<file path="config.mk">
export PLATFORM = sky130hd
export DESIGN_NAME = scan_mux
export DESIGN_NICKNAME = d
export VERILOG_FILES = /design/src/rtl/scan_pkg.sv /design/src/rtl/scan_prescaler.sv /design/src/rtl/scan_mux.sv
export SDC_FILE = /design/constraint.sdc
export NUM_CORES = 1
export LEC_CHECK = 0
export CAP_MARGIN = 30
export CORE_MARGIN = 10
export CORE_UTILIZATION = 44
export CTS_CLUSTER_DIAMETER = 40
export CTS_CLUSTER_SIZE = 30
export DETAILED_ROUTE_END_ITERATION = 8
export GPL_TIMING_DRIVEN = 1
export PLACE_DENSITY = 0.83
export SETUP_SLACK_MARGIN = 0.4
export SLEW_MARGIN = 20
export SYNTH_ARGS = -nofsm -noshare
export SYNTH_HDL_FRONTEND = slang
export SYNTH_SLANG_ARGS = --single-unit
</file>
<file path="constraint.sdc">
create_clock -name clk -period 1.8 [get_ports clk]
set_clock_uncertainty 0.05 [all_clocks]
set_input_delay 0.27 -clock clk [delete_from_list [all_inputs] [get_ports clk]]
set_output_delay 0.27 -clock clk [all_outputs]
set_load 0.05 [all_outputs]
</file>
<file path="src/rtl/scan_pkg.sv">
// Shared slot definitions for the digit-slot demultiplexer and the scan reader.
// Slot addresses: slot 0 is all-zero, slots 1..4 are one-hot.
package scan_pkg;

  localparam int unsigned NUM_SLOTS = 5;
  localparam int unsigned SLOT_W    = 4;

  localparam logic [SLOT_W-1:0] ADR_S0 = 4'b0000;
  localparam logic [SLOT_W-1:0] ADR_S1 = 4'b0001;
  localparam logic [SLOT_W-1:0] ADR_S2 = 4'b0010;
  localparam logic [SLOT_W-1:0] ADR_S3 = 4'b0100;
  localparam logic [SLOT_W-1:0] ADR_S4 = 4'b1000;

  typedef enum logic [2:0] {
    SLOT0 = 3'd0,
    SLOT1 = 3'd1,
    SLOT2 = 3'd2,
    SLOT3 = 3'd3,
    SLOT4 = 3'd4
  } slot_t;

  function automatic logic [SLOT_W-1:0] slot_adr(input slot_t s);
    logic [SLOT_W-1:0] a;
    a = ADR_S0;
    unique case (s)
      SLOT0:   a = ADR_S0;
      SLOT1:   a = ADR_S1;
      SLOT2:   a = ADR_S2;
      SLOT3:   a = ADR_S3;
      SLOT4:   a = ADR_S4;
      default: a = ADR_S0;
    endcase
    return a;
  endfunction

endpackage

</file>
<file path="src/rtl/scan_prescaler.sv">
// Slot dwell prescaler: pulses tick on the last enabled cycle of every DIV-cycle period.
module scan_prescaler #(
  parameter int unsigned DIV = 4
) (
  input  logic clk,
  input  logic rst_n,
  input  logic en,
  output logic tick
);

  localparam int unsigned CW = (DIV > 1) ? $clog2(DIV) : 1;
  localparam logic [CW-1:0] LAST = CW'(DIV - 1);

  logic [CW-1:0] cnt;

  assign tick = en && (cnt == LAST);

  always_ff @(posedge clk) begin
    if (!rst_n) begin
      cnt <= '0;
    end else if (en) begin
      cnt <= tick ? '0 : cnt + 1'b1;
    end
  end

endmodule

</file>
<file path="src/rtl/scan_mux.sv">
// Time-multiplexed reader for the five digit slots, with frame-boundary pulse.
// Optional anti-ghosting blank cycle on each slot change: define SCAN_MUX_BLANK_EN.
module scan_mux
  import scan_pkg::*;
#(
  parameter int unsigned DIV = 4
) (
  input  logic              clk,
  input  logic              rst_n,
  input  logic              en,
  input  logic [SLOT_W-1:0] in0,
  input  logic [SLOT_W-1:0] in1,
  input  logic [SLOT_W-1:0] in2,
  input  logic [SLOT_W-1:0] in3,
  input  logic [SLOT_W-1:0] in4,
  output logic [SLOT_W-1:0] adress,
  output logic [SLOT_W-1:0] out,
  output logic              frame_done,
  output logic              blank
);

  slot_t             slot, slot_d;
  logic              tick;
  logic [SLOT_W-1:0] sel;

  scan_prescaler #(
    .DIV(DIV)
  ) u_prescaler (
    .clk  (clk),
    .rst_n(rst_n),
    .en   (en),
    .tick (tick)
  );

  always_ff @(posedge clk) begin
    if (!rst_n) begin
      slot <= SLOT0;
    end else begin
      slot <= slot_d;
    end
  end

  always_comb begin
    slot_d = slot;
    if (tick) begin
      unique case (slot)
        SLOT0:   slot_d = SLOT1;
        SLOT1:   slot_d = SLOT2;
        SLOT2:   slot_d = SLOT3;
        SLOT3:   slot_d = SLOT4;
        SLOT4:   slot_d = SLOT0;
        default: slot_d = SLOT0;
      endcase
    end
  end

  // Selecting on the next-state slot lets out and adress change on the same edge.
  always_comb begin
    sel = '0;
    unique case (slot_d)
      SLOT0:   sel = in0;
      SLOT1:   sel = in1;
      SLOT2:   sel = in2;
      SLOT3:   sel = in3;
      SLOT4:   sel = in4;
      default: sel = '0;
    endcase
  end

  assign adress = slot_adr(slot);

  always_ff @(posedge clk) begin
    if (!rst_n) begin
      frame_done <= 1'b0;
    end else begin
      frame_done <= tick && (slot == SLOT4);
    end
  end

`ifdef SCAN_MUX_BLANK_EN
  always_ff @(posedge clk) begin
    if (!rst_n) begin
      out   <= '0;
      blank <= 1'b0;
    end else if (en) begin
      blank <= tick;
      out   <= tick ? '0 : sel;
    end
  end
`else
  always_ff @(posedge clk) begin
    if (!rst_n) begin
      out <= '0;
    end else if (en) begin
      out <= sel;
    end
  end

  assign blank = 1'b0;
`endif

endmodule

</file>
Word level (Yosys, flattened, before mapping)
Cells that the tools add are included.

Bits in registers: 10. Output and inout bits: 10.

$add $sub $neg: 1. Equality and inequality tests: 9. Mux-type cells: 5. Reductions and logical operators: 4.

Operators by type and width (count): $pmux W4 S5 (1); $pmux W4 S4 (1); $eq A3 B2 Y1 const B (4); $pmux W3 S4 (1); $eq A3 B1 Y1 const B (2); $eq A3 B3 Y1 const B (2); $logic_not A3 Y1 (2); $mux W3 (1); $add A2 B1 Y2 const B (1); $eq A2 B2 Y1 const B (1); $logic_and A1 B1 Y1 (2); $mux W2 (1).

Longest topological paths before layout
Gate-level depths: netlist of the first run.

Depth in word-level cells: 5. Gate-level depth with buffers: 7. Depth with buffers taken out: 5.

Cells and area by module
From an unflattened synthesis of the first run, not the netlist that was laid out.

Cell total of the unflattened synthesis: 98. Area, all modules: 873.3 um^2.

By module, submodules not included: scan_mux (times used 1, cells an instance 89, area an instance 770.7 um^2, sequential area each 160.2 um^2); scan_prescaler (times used 1, cells an instance 9, area an instance 102.6 um^2, sequential area each 40.0 um^2).

Least setup slack after synthesis of the first run
Ideal clock, no wire load.

Path type: register -> register. Start point: register slot[0]. End point: register out[3]. Library setup time: 60 ps. Data arrival time: 1764 ps. Required time: 1690 ps. Setup slack: -73 ps. Stages on the path, launching flop included: 6. Buffers on the path: 1. Cells stage by stage: dfxtp_1 -> buf_2 -> nor3b_2 -> a31oi_1 -> o22ai_1 -> o311a_1.

Cells in the longest elaborated chain, start to end: 5. Elaborated cells on any way between the ends: 12. Those cells by class: eq/ne (7); mux (3); reduce/logical (2).

RTL lines: start, declared (line scan_mux.sv:22) `slot_t slot, slot_d;`; start signal, assigned (line scan_mux.sv:39) `slot <= slot_d;`; $eq A3 B2 Y1 (tied with other cells) (line scan_mux.sv:46) `unique case (slot)`; $pmux W3 S4 (line scan_mux.sv:46); $mux W3 * (line scan_mux.sv:45) `if (tick) begin`; $eq A3 B3 Y1 (tied with other cells) (line scan_mux.sv:60) `unique case (slot_d)`; $pmux W4 S5 * (line scan_mux.sv:60); end signal, assigned (line scan_mux.sv:95) `out <= sel;`; end, declared (line scan_mux.sv:17) `output logic [SLOT_W-1:0] out,`.

Mark *: on every way between the ends. The rest lies on a longest branch, timed or not. A chain may end at the register's enable or synchronous reset.

Worst setup path in the final report of the first run
Start point: register u_prescaler.cnt[1]. End point: register out[3].

Cells in the longest elaborated chain, start to end: 5. Elaborated cells on any way between the ends: 9. Those cells by class: eq/ne (5); mux (2); reduce/logical (2).

RTL lines: start, declared (line scan_prescaler.sv:14) `logic [CW-1:0] cnt;`; start signal, assigned (line scan_prescaler.sv:22) `cnt <= tick ? '0 : cnt + 1'b1;`; $eq A2 B2 Y1 * (line scan_prescaler.sv:16) `assign tick = en && (cnt == LAST);`; $logic_and A1 B1 Y1 * (line scan_prescaler.sv:16); $mux W3 * (line scan_mux.sv:45); $eq A3 B3 Y1 (tied with other cells) (line scan_mux.sv:60); $pmux W4 S5 * (line scan_mux.sv:60).

Marked as above.

==> key figures, run 1 <==
Power and ir drop
  • Int Pwr: ~0.00045 W
  • Worst VDD drop: 0.0004942 V
  • Flop pwr share: 0.373
  • Clock power share: 0.342
  • Logic gate share of total power: 0.285
  • P_leak: 0.6249 nW
  • Switching pwr: 0.0001849 W
  • Sw Share: 0.2934
  • Power per cell area: 396.3 nW/um2

Detailed routing
  • Final WL: 3.506 mm
  • Initial drt markers: approximately 120
  • Number of vias in the routed layout: 1186
  • Remaining antenna violation count: 0
  • Via density: 5.842
  • Residual DRC count: 0
  • TritonRoute pass-1 iters: 4
  • Drt wl/cell: 17.27 um

Floorplan
  • Initial core utilization: 0.4649
  • Die Y: 65.53 um
  • Die W: 65.53 um
  • Io pins: 33
  • Core area: approximately 2000 um2
  • Row cnt: 16
  • Die area: 4294 um2

Global route
  • Grt total ovfl: 0
  • GR Util met2: 0.2524
  • Initial antenna violation count: 0
  • First-pass GRT wire length: 5.278 mm
  • Met1 Use GR: 0.1816
  • Met3 usage: 0.04407
  • Largest net degree at the start of global routing: 10
  • Tot GR Track Use: 0.1501
  • GR peak layer: met2
  • Vias in the first global route: 1126

Timing
  • Final setup vio count: 0
  • Setup TNS: 0 ps
  • Fin crit share: 0.8562
  • RSZ-0062 raised after global routing: yes
  • Final min period: 1541 ps
  • Fmax: 648.9 MHz
  • Hold Slack: about 510 ps
  • Pins over their slew limit: 0
  • Hold violation total from the final report: 0

Synth
  • Top_reg_cell synth: dfxtp_1
  • Synthesis Warnings: 0
  • Synth top area share: 0.2195
  • Async S/R FF share, synth: 0
  • Top cell type by total area after synthesis: dfxtp_1
  • Post-synthesis sequential area ratio: 0.2195
  • Number of synthesized register bits: 10
  • Post-Syn Area per Cell: 7.416 um2
  • Yosys cell types: 42
  • Number of synthesized flops with an enable pin: 0
  • Main area contributors after synthesis: dfxtp_1 (22%), nor2b_1 (5.5%), o21ai_0 (5.5%), a21oi_1 (4.9%), nand3_1 (4.9%)
  • Syn_nets: about 150
  • Mapped Area: 912.1 um2
  • Instance count of the mapped netlist: 123

Placement
  • HPWL Detailed: approximately 2.3 mm
  • Dpl cells: ~180
  • Port Buf Inserts: 31
  • GP Congestion: 0.8793

Final layout
  • Filler cells: between 100 and 150
  • FF/Latch Area: 214.0 um2
  • Fraction of layout cells with a size suffix above 1: 0.3920
  • Multi-input logic area: approximately 700 um2
  • Area grow syn2layout: 74.35%
  • # diodes: 0
  • Final #Nets: 201
  • Finished Layout Cells: 203

Clock tree
  • Root Buffer: clkbuf_4
  • Reg clk slew, reported paths: 80 ps
  • Clock Tree Buf Depth: 2
  • CTS tree: done
  • CTS buffer count: 3
  • Worst-Skew Late Latency: ~270 ps
  • CTS sink count: 10
  • H-tree lvl count: 1

Worst setup path
  • Crit path DAT: 1710 ps
  • Critical-path maximum fanout: 6
  • Critical Path Sink Type: register
  • Critical path class: reg2reg
  • Crit path required time: 1970 ps
  • Setup crit start kind: register

Run
  • Max cap viols: 0

Hold path
  • Hold Path Class: reg2reg

Run status
  • Status: completed
[flip-flops by register name (all words and copies together), names as in the netlist]
register,cells
out,4
slot,3
frame_done,1
u_prescaler.cnt,2
[power by group through the flow]
stage	Combinational [W]	Clock, W	Sequential [W]
final	0.000180	0.000215	0.000235
after floorplan	0.0000632	0	0.000259
after CTS	0.000172	0.000217	0.000235
after global placement	0.000157	0	0.000243
after global routing	0.000191	0.000237	0.000236
after detailed placement	0.000161	0	0.000243
[cell usage after synthesis (all sizes together), types with 3 or more instances]
library cell	instances
buf	11
dfxtp	10
o21ai	10
a21oi	9
nand3	9
nor2b	8
nand2	6
and3	5
inv	5
a21boi	4
nor2	4
nor3	4
a31oi	3
and2	3
mux2i	3
nand2b	3
o311a	3
[worst paths after layout]
check	start	endpoint	slack (ps)	depth (start not counted)
setup / recovery	u_prescaler.cnt[1]	out[3]	260	5
hold / removal	u_prescaler.cnt[1]	u_prescaler.cnt[1]	510	2
setup reg to reg	u_prescaler.cnt[1]	out[3]	260	5
hold reg to reg	u_prescaler.cnt[1]	u_prescaler.cnt[1]	510	2
[layer usage]
metal / share of wire / vias to the layer above
met5: 0 / -
met4: 0.011 / 0
met3: 0.093 / 6
met2: 0.48 / 55
met1: 0.42 / 563
li1: - / 562
[per-stage QoR]
step | power [W] | setup WS (ps) | util | area (um2)
5_1_grt | 0.0006643 | 166.5 | 0.8106 | 1590
3_3_place_gp | 0.0004001 | -13.48 | 0.6773 | 1329
6_report | 0.0006302 | 258.9 | 0.8106 | 1590
4_1_cts | 0.0006235 | 297.1 | 0.7761 | 1523
2_1_floorplan | 0.0003226 | 216.2 | - | 944.7
3_5_place_dp | 0.0004042 | -57.09 | 0.6773 | 1329
[cells by family (layout without fill, tap and decap cells)]
group / Yosys count / in the layout / synth area share
simple gates: 49 / 49 / 0.3114
compound gates: 41 / 41 / 0.3073
buf+inv: 17 / 70 / 0.09875
flops: 10 / 10 / 0.2195
mux: 4 / 4 / 0.04527
fa+ha+maj: 1 / 1 / 0.01372
other cells: 1 / 1 / 0.004111
[placed cells by master (no fill, tap or decap), types with 2 or more instances in the layout]
cell,n
o311a_1,3
nor2_4,2
dfxtp_4,3
a21boi_0,4
o21ai_0,4
and2_4,3
buf_6,5
clkbuf_4,3
a21oi_1,6
o21ai_1,6
nand3_1,9
nor2b_1,7
a211oi_2,2
a31oi_1,3
buf_12,3
mux2i_1,3
and3_1,4
buf_4,28
inv_1,4
dfxtp_2,2
nand3b_1,2
clkdlybuf4s50_1,21
nand2b_1,2
nor2_1,2
nor3_1,4
o211ai_1,2
nand2_1,5
a21oi_2,3
dfxtp_1,5
[critical path: stages (launching register included)]
cell and delay (ps):
dfxtp_2 360, ha_4 190, and2_4 180, nand3b_1 130, a311oi_2 370, o311a_1 210
[final cells by class]
type / count / area share
multi-input cells: 96 / 0.4508
inverters: 5 / 0.01180
well taps: 27 / 0.02124
flip-flops and latches: 10 / 0.1345
repair buffers: 61 / 0.3588
clock buffers: 4 / 0.02282
[what timing repair did]
action | CTS | global route
setup endpoints to repair | 11 | 8
endpoints found under the hold margin | 0 | 0
cloned | 1 | 0
buffers inserted | 10 | 4
pin swaps | 9 | 4
gates resized for setup | 28 | 9
hold buffers | 0 | 0
No activity file was read; power rests on OpenSTA's default activity.
==> run 2, diff against run 1 <==
Settings changed: CAP_MARGIN 30 to 20.
==> results of run 2 <==
Same layout as run 1: the final DEF is identical, and so are final timing and power.
==> run 3, diff against run 2 <==
Settings changed: CTS_CLUSTER_DIAMETER 40 to not set.
==> results of run 3 <==
Same layout as run 1: the final DEF is identical, and so are final timing and power.
